===== src/rtl/piano_key_frontend_if.sv =====
// Key inputs and display/status outputs of the piano key front end.
// The master side drives the raw keys; the slave side is the front end itself.
interface piano_key_frontend_if #(
    parameter int NUM_KEYS = 7
);
    logic [NUM_KEYS-1:0] note_keys_raw;
    logic                octave_up_raw;
    logic                octave_down_raw;
    logic [2:0]          active_key_id;
    logic                key_is_pressed;
    logic                octave_up_active;
    logic                octave_down_active;
    logic                seg_a;
    logic                seg_b;
    logic                seg_c;
    logic                seg_d;
    logic                seg_e;
    logic                seg_f;
    logic                seg_g;
    logic                seg_dp;
    logic [7:0]          digit_selects;

    modport master (
        output note_keys_raw, octave_up_raw, octave_down_raw,
        input  active_key_id, key_is_pressed, octave_up_active, octave_down_active,
        input  seg_a, seg_b, seg_c, seg_d, seg_e, seg_f, seg_g, seg_dp, digit_selects
    );

    modport slave (
        input  note_keys_raw, octave_up_raw, octave_down_raw,
        output active_key_id, key_is_pressed, octave_up_active, octave_down_active,
        output seg_a, seg_b, seg_c, seg_d, seg_e, seg_f, seg_g, seg_dp, digit_selects
    );
endinterface


===== src/rtl/piano_key_frontend.sv =====
// Piano key front end: synchronizes and debounces the note and octave keys,
// encodes the highest-priority note key, and multiplexes an 8-digit
// seven-segment display showing the note (digit 0) and octave (digit 1).
module piano_key_frontend #(
    parameter int NUM_KEYS          = 7,
    parameter int DEBOUNCE_TIME_MS  = 20,
    parameter int CYCLES_PER_MS     = 50000,
    parameter int DIGIT_HOLD_CYCLES = 50000
) (
    input  logic                 clk_50mhz,
    input  logic                 rst_n_internal,
    piano_key_frontend_if.slave  bus
);

    localparam int NUM_IN = NUM_KEYS + 2;
    localparam int N      = DEBOUNCE_TIME_MS * CYCLES_PER_MS;
    localparam int CNT_W  = $clog2(N + 1);
    localparam int HOLD_W = $clog2(DIGIT_HOLD_CYCLES + 1);

    // Bit order: note keys in the low bits, then octave-up, then octave-down.
    logic [NUM_IN-1:0] raw_in;
    logic [NUM_IN-1:0] sync_1;
    logic [NUM_IN-1:0] sync_2;
    logic [NUM_IN-1:0] db;

    assign raw_in = {bus.octave_down_raw, bus.octave_up_raw, bus.note_keys_raw};

    // Two-flop synchronizer on every raw key input
    always_ff @(posedge clk_50mhz or negedge rst_n_internal) begin
        if (!rst_n_internal) begin
            sync_1 <= '0;
            sync_2 <= '0;
        end else begin
            sync_1 <= raw_in;
            sync_2 <= sync_1;
        end
    end

    for (genvar i = 0; i < NUM_IN; i++) begin : g_debounce
        logic [CNT_W-1:0] cnt;
        logic             level;

        // Counts consecutive cycles the input disagrees with the output; any agreement restarts it
        always_ff @(posedge clk_50mhz or negedge rst_n_internal) begin
            if (!rst_n_internal) begin
                cnt   <= '0;
                level <= 1'b0;
            end else if (sync_2[i] == level) begin
                cnt <= '0;
            end else if (cnt == CNT_W'(N - 1)) begin
                cnt   <= '0;
                level <= sync_2[i];
            end else begin
                cnt <= cnt + 1'b1;
            end
        end

        assign db[i] = level;
    end

    logic [NUM_KEYS-1:0] note_db;
    logic [2:0]          next_id;
    logic [2:0]          key_id_q;
    logic                pressed_q;

    assign note_db = db[NUM_KEYS-1:0];

    // Fixed priority: the lowest-index pressed key wins
    always_comb begin
        next_id = 3'd0;
        for (int i = NUM_KEYS - 1; i >= 0; i--) begin
            if (note_db[i]) next_id = 3'(i + 1);
        end
    end

    // Registered scanner outputs
    always_ff @(posedge clk_50mhz or negedge rst_n_internal) begin
        if (!rst_n_internal) begin
            key_id_q  <= 3'd0;
            pressed_q <= 1'b0;
        end else begin
            key_id_q  <= next_id;
            pressed_q <= |note_db;
        end
    end

    assign bus.active_key_id      = key_id_q;
    assign bus.key_is_pressed     = pressed_q;
    assign bus.octave_up_active   = db[NUM_KEYS];
    assign bus.octave_down_active = db[NUM_KEYS+1];

    function automatic logic [6:0] glyph(input logic [2:0] d);
        case (d)
            3'd1:    glyph = 7'b0110000;
            3'd2:    glyph = 7'b1101101;
            3'd3:    glyph = 7'b1111001;
            3'd4:    glyph = 7'b0110011;
            3'd5:    glyph = 7'b1011011;
            3'd6:    glyph = 7'b1011111;
            3'd7:    glyph = 7'b1110000;
            default: glyph = 7'b0000000;
        endcase
    endfunction

    logic [HOLD_W-1:0] hold_cnt;
    logic [2:0]        digit_idx;
    logic [6:0]        next_seg;
    logic [6:0]        seg_q;
    logic [7:0]        sel_q;

    // Digit index advances once every DIGIT_HOLD_CYCLES cycles, wrapping 7 -> 0
    always_ff @(posedge clk_50mhz or negedge rst_n_internal) begin
        if (!rst_n_internal) begin
            hold_cnt  <= '0;
            digit_idx <= 3'd0;
        end else if (hold_cnt == HOLD_W'(DIGIT_HOLD_CYCLES - 1)) begin
            hold_cnt  <= '0;
            digit_idx <= digit_idx + 3'd1;
        end else begin
            hold_cnt <= hold_cnt + 1'b1;
        end
    end

    // Segment pattern for the digit currently being scanned
    always_comb begin
        next_seg = 7'b0000000;
        case (digit_idx)
            3'd0: next_seg = pressed_q ? glyph(key_id_q) : 7'b0000000;
            3'd1: begin
                if (db[NUM_KEYS] && !db[NUM_KEYS+1])      next_seg = glyph(3'd5);
                else if (!db[NUM_KEYS] && db[NUM_KEYS+1]) next_seg = glyph(3'd3);
                else                                      next_seg = glyph(3'd4);
            end
            default: next_seg = 7'b0000000;
        endcase
    end

    // Segments and select registered together so a digit never shows its neighbour's pattern
    always_ff @(posedge clk_50mhz or negedge rst_n_internal) begin
        if (!rst_n_internal) begin
            seg_q <= 7'b0000000;
            sel_q <= 8'hFF;
        end else begin
            seg_q <= next_seg;
            sel_q <= ~(8'd1 << digit_idx);
        end
    end

    assign bus.seg_a         = seg_q[6];
    assign bus.seg_b         = seg_q[5];
    assign bus.seg_c         = seg_q[4];
    assign bus.seg_d         = seg_q[3];
    assign bus.seg_e         = seg_q[2];
    assign bus.seg_f         = seg_q[1];
    assign bus.seg_g         = seg_q[0];
    assign bus.seg_dp        = 1'b0;
    assign bus.digit_selects = sel_q;

endmodule


===== src/flat_wrapper.sv =====
// flat-port wrapper written by rule: the top's interface ports become plain ports
module piano_key_frontend_flat 
#(
    parameter int NUM_KEYS          = 7,
    parameter int DEBOUNCE_TIME_MS  = 20,
    parameter int CYCLES_PER_MS     = 50000,
    parameter int DIGIT_HOLD_CYCLES = 50000
)
  (clk_50mhz, rst_n_internal, bus_note_keys_raw, bus_octave_up_raw, bus_octave_down_raw, bus_active_key_id, bus_key_is_pressed, bus_octave_up_active, bus_octave_down_active, bus_seg_a, bus_seg_b, bus_seg_c, bus_seg_d, bus_seg_e, bus_seg_f, bus_seg_g, bus_seg_dp, bus_digit_selects);
  piano_key_frontend_if #(.NUM_KEYS(NUM_KEYS)) bus_i ();
  input  logic clk_50mhz;
  input  logic rst_n_internal;
  input wire logic [$bits(bus_i.note_keys_raw)-1:0] bus_note_keys_raw;
  input wire logic [$bits(bus_i.octave_up_raw)-1:0] bus_octave_up_raw;
  input wire logic [$bits(bus_i.octave_down_raw)-1:0] bus_octave_down_raw;
  output wire logic [$bits(bus_i.active_key_id)-1:0] bus_active_key_id;
  output wire logic [$bits(bus_i.key_is_pressed)-1:0] bus_key_is_pressed;
  output wire logic [$bits(bus_i.octave_up_active)-1:0] bus_octave_up_active;
  output wire logic [$bits(bus_i.octave_down_active)-1:0] bus_octave_down_active;
  output wire logic [$bits(bus_i.seg_a)-1:0] bus_seg_a;
  output wire logic [$bits(bus_i.seg_b)-1:0] bus_seg_b;
  output wire logic [$bits(bus_i.seg_c)-1:0] bus_seg_c;
  output wire logic [$bits(bus_i.seg_d)-1:0] bus_seg_d;
  output wire logic [$bits(bus_i.seg_e)-1:0] bus_seg_e;
  output wire logic [$bits(bus_i.seg_f)-1:0] bus_seg_f;
  output wire logic [$bits(bus_i.seg_g)-1:0] bus_seg_g;
  output wire logic [$bits(bus_i.seg_dp)-1:0] bus_seg_dp;
  output wire logic [$bits(bus_i.digit_selects)-1:0] bus_digit_selects;
  assign bus_i.note_keys_raw = bus_note_keys_raw;
  assign bus_i.octave_up_raw = bus_octave_up_raw;
  assign bus_i.octave_down_raw = bus_octave_down_raw;
  assign bus_active_key_id = bus_i.active_key_id;
  assign bus_key_is_pressed = bus_i.key_is_pressed;
  assign bus_octave_up_active = bus_i.octave_up_active;
  assign bus_octave_down_active = bus_i.octave_down_active;
  assign bus_seg_a = bus_i.seg_a;
  assign bus_seg_b = bus_i.seg_b;
  assign bus_seg_c = bus_i.seg_c;
  assign bus_seg_d = bus_i.seg_d;
  assign bus_seg_e = bus_i.seg_e;
  assign bus_seg_f = bus_i.seg_f;
  assign bus_seg_g = bus_i.seg_g;
  assign bus_seg_dp = bus_i.seg_dp;
  assign bus_digit_selects = bus_i.digit_selects;
  piano_key_frontend #(.NUM_KEYS(NUM_KEYS), .DEBOUNCE_TIME_MS(DEBOUNCE_TIME_MS), .CYCLES_PER_MS(CYCLES_PER_MS), .DIGIT_HOLD_CYCLES(DIGIT_HOLD_CYCLES)) u_core (.clk_50mhz(clk_50mhz), .rst_n_internal(rst_n_internal), .bus(bus_i));
endmodule

===== config.mk =====
export PLATFORM = sky130hd
export DESIGN_NAME = piano_key_frontend_flat
export DESIGN_NICKNAME = d
export VERILOG_FILES = /design/src/rtl/piano_key_frontend_if.sv /design/src/rtl/piano_key_frontend.sv /design/src/flat_wrapper.sv
export SDC_FILE = /design/constraint.sdc
export NUM_CORES = 1
export LEC_CHECK = 0
export CORE_ASPECT_RATIO = 1.75
export CORE_MARGIN = 4
export CORE_UTILIZATION = 30
export CTS_CLUSTER_SIZE = 20
export DETAILED_ROUTE_END_ITERATION = 8
export PLACE_DENSITY = 0.46
export SYNTH_ARGS = -nofsm -noshare
export SYNTH_HDL_FRONTEND = slang
export SYNTH_SLANG_ARGS = --single-unit

===== constraint.sdc =====
create_clock -name clk_50mhz -period 1.8 [get_ports clk_50mhz]
set_input_delay 0.18 -clock clk_50mhz [delete_from_list [all_inputs] [get_ports clk_50mhz]]
set_output_delay 0.18 -clock clk_50mhz [all_outputs]
set_load 0.01 [all_outputs]

==> run summary <==
Grt total ovfl - 0
Max Cap Viol - 0
Placed insts - 1752
DP Wirelength - 17.6 mm
Routed WL per cell - 14.1 um
Final hold violations - 0
Worst-case clock buffer depth - 3
Area growth syn-to-layout - 27.4%
Finished Layout Cells - 1820
Clock H-tree levels - 1
Num CTS Buffers - 27
Synth top area share - 51.3%
Clock-pin slew on the worst setup and hold paths - 0.06 ns
RSZ-0062 raised after global routing - true
CP max stage delay - 0.54 ns
Hold path cells - 1
YS warnings - 0
First-pass GRT wire length - 43.9 mm
Share of layout cells above drive strength 1 - 20.4%
Distinct cells, synth - 50
Status - finished clean
Critical Path End Type - flip-flop
Register bit total from synthesis - 245
Final Max Slew Viols - 0
Worst-path fanout max - 3
Reg-to-Reg End - u_core.hold_cnt[14]
IO buf count - 31
Post-DRT Antenna Nets - 0
Global Route Usage Sum - 12.4%
Setup CP Type - reg -> reg
Die Y - 268 um
Routability Congestion - 0.775
Syn Area/Cell - 10.2 um^2
Vias in the first global route - 9091
Top Ports - 33
VDD IR max - 0.000493 V
Initial Util - 30.5%
Seq/Total Area, Yosys - 53.1%
Clk root buf - clkbuf_16
Final setup violation count - 0
Clk_skew - 0.00815 ns
Area of the die - 41900 um^2
Reg2reg path depth - 5
LEAKAGE - 6.13 nW
Antenna violations before repair - 0
Yosys top cell by area - dfrtp_1
Commonest cells in the netlist - dfrtp_1, nor2_1, xnor2_1
Mapped Cells - 1135
Hold EP - u_core.sync_1[5]
1st-iter DRT viols - 266
TritonCTS clock tree - done
Number of synthesized flops with an enable pin - 0
CP arrival - 2.22 ns
Worst r2r src - u_core.hold_cnt[1]
Clk_lat worst skew - 0.54 ns
PwrDens - 804 nW/um^2
Mapped cell area - 11600 um^2
Period utilization - 97.6%
Dpl ws - -0.0998 ns
Final min period - 1.76 ns
Core area - 37900 um^2
Via-per-instance ratio - 4.87
Area contributors post-synth - dfrtp_1, xnor2_1, nor2_1
Synth Net Count - 1164
Dominant synthesized flop cell - dfrtp_1
Initial DRT Pass Iterations - 5
CP Launch Type - flip-flop
Total wire length - 25.6 mm
Diode count - 0
CTS Sinks - 245
DR vias - 8856
DRC - 0
F_max - 569 MHz
Final worst slack - 0.0433 ns
Most frequent cell after synthesis - dfrtp_1
Worst path required time - 2.27 ns
Post-synthesis async set-or-reset flop share - 100%
Hold/Removal Path Class - in -> reg
DIE WIDTH - 156 um
Total Nets Final - 1349
Worst Hold Launch - bus_note_keys_raw[5]
CP Cell Sequence - ha_2, inv_1, or4_4, or3_4, a21oi_2
CP max stage cell - or4_4
Largest net degree at the start of global routing - 53
R2R Setup Slk - 0.04 ns
Num rows - 94
-- cells in the final DEF (no fill, tap or decap), types with 8 or more instances in the layout --
cell,n
mux2_2,9
clkbuf_16,27
nand3_1,66
a21oi_1,39
nand2_1,64
nor3_1,31
dfstp_2,8
xor2_1,60
clkdlybuf4s50_1,28
inv_1,41
o21ai_0,28
and4_1,10
and3_1,24
buf_12,9
or4_1,14
nor2_1,163
xnor2_1,86
or3_1,20
o31ai_1,14
dfrtp_1,232
ha_1,13
buf_4,136
nor4_1,35
nand4_1,50
-- how the worst max path moves through the flow --
stage | cells past startpoint | start | endpoint
floorplan | 6 | u_core.g_debounce[0].cnt[0] | u_core.g_debounce[0].cnt[18]
CTS | 4 | u_core.g_debounce[7].cnt[18] | u_core.bus.octave_up_active
finish | 5 | u_core.hold_cnt[1] | u_core.hold_cnt[14]
detailed placement | 5 | u_core.g_debounce[0].cnt[16] | u_core.g_debounce[0].cnt[13]
global placement | 5 | u_core.g_debounce[0].cnt[16] | u_core.g_debounce[0].cnt[13]
global route | 6 | u_core.g_debounce[2].cnt[0] | u_core.g_debounce[2].cnt[14]
-- critical path, delay by kind of cell (launching register included) --
| family | cells | cell delay [ns] |
|---|---|---|
| adder cells (fa/ha/maj) | 1 | 0.19 |
| AO/OA/AOI/OAI | 1 | 0.15 |
| buffers and inverters | 1 | 0.06 |
| flip-flops | 1 | 0.36 |
| AND/OR/NAND/NOR | 2 | 0.93 |
-- sequential cells by signal (all words and copies together), names as in the netlist --
signal / flops
u_core.bus.active_key_id: 3
u_core.bus.digit_selects: 8
u_core.bus.key_is_pressed: 1
u_core.bus.octave_down_active: 1
u_core.bus.octave_up_active: 1
u_core.digit_idx: 3
u_core.g_debounce.cnt: 180
u_core.g_debounce.level: 7
u_core.hold_cnt: 16
u_core.seg_q: 7
u_core.sync_1: 9
u_core.sync_2: 9
-- where the power goes --
group	switching, mW	internal, mW	total, mW
sequential	0.0590	5.58	5.64
combinational	0.268	0.178	0.446
clock	2.27	3.49	5.76
-- what timing repair did --
action / 4_1_cts / 5_1_grt
hold buffers: 1 / 0
resized for setup: 10 / 39
hold endpoints to repair: 237 / 0
setup endpoints to repair: 26 / 67
pin swaps: 2 / 12
setup buffers: 4 / 13
cloned: 1 / 0
-- cell type report --
cell class              instances  area [um^2]
clock buffers                  37          753
clock inverters                12          165
fillers                      3744        23100
inverters                      42          158
multi-input cells             822         5320
flip-flops and latches        245         6150
well taps                     480          601
repair buffers                182         1580
-- per-stage QoR --
step / TNS (ns) / hold slack, ns / instance area [um^2] / utilization [%] / power [mW]
after detailed placement: -1.52 / 0.116 / 13500 / 35.6 / 6.19
after floorplan: -0.00695 / -0.116 / 11600 / - / 5.89
after CTS: 0 / 0.0360 / 14500 / 38.3 / 12.1
after global routing: -0.118 / 0.0471 / 14700 / 38.9 / 12.4
final: 0 / 0.0740 / 14700 / 38.9 / 11.8
after global placement: -0.971 / 0.117 / 13500 / 35.6 / 6.18
-- metal layers --
metal / vias up / share of wire (%) / wire [um] / track usage, %
met3: 41 / 3.1 / 795 / 1.76
met5: - / 0 / 0 / 0
met4: 0 / 2.6 / 654 / 4.32
li1: 4368 / - / - / -
met2: 100 / 54 / 13800 / 23.0
met1: 4347 / 41 / 10400 / 14.5
-- cell families after synthesis --
kind of cell / count (synthesis) / share of synthesized area [%]
compound gates: 105 / 5.68
xor+xnor: 146 / 11.1
fa+ha+maj: 18 / 1.95
buf+inv: 68 / 2.41
flops: 245 / 53.1
mux: 11 / 1.05
other cells: 1 / 0.0324
simple gates: 541 / 24.7
(Power assumes the default switching activity.)
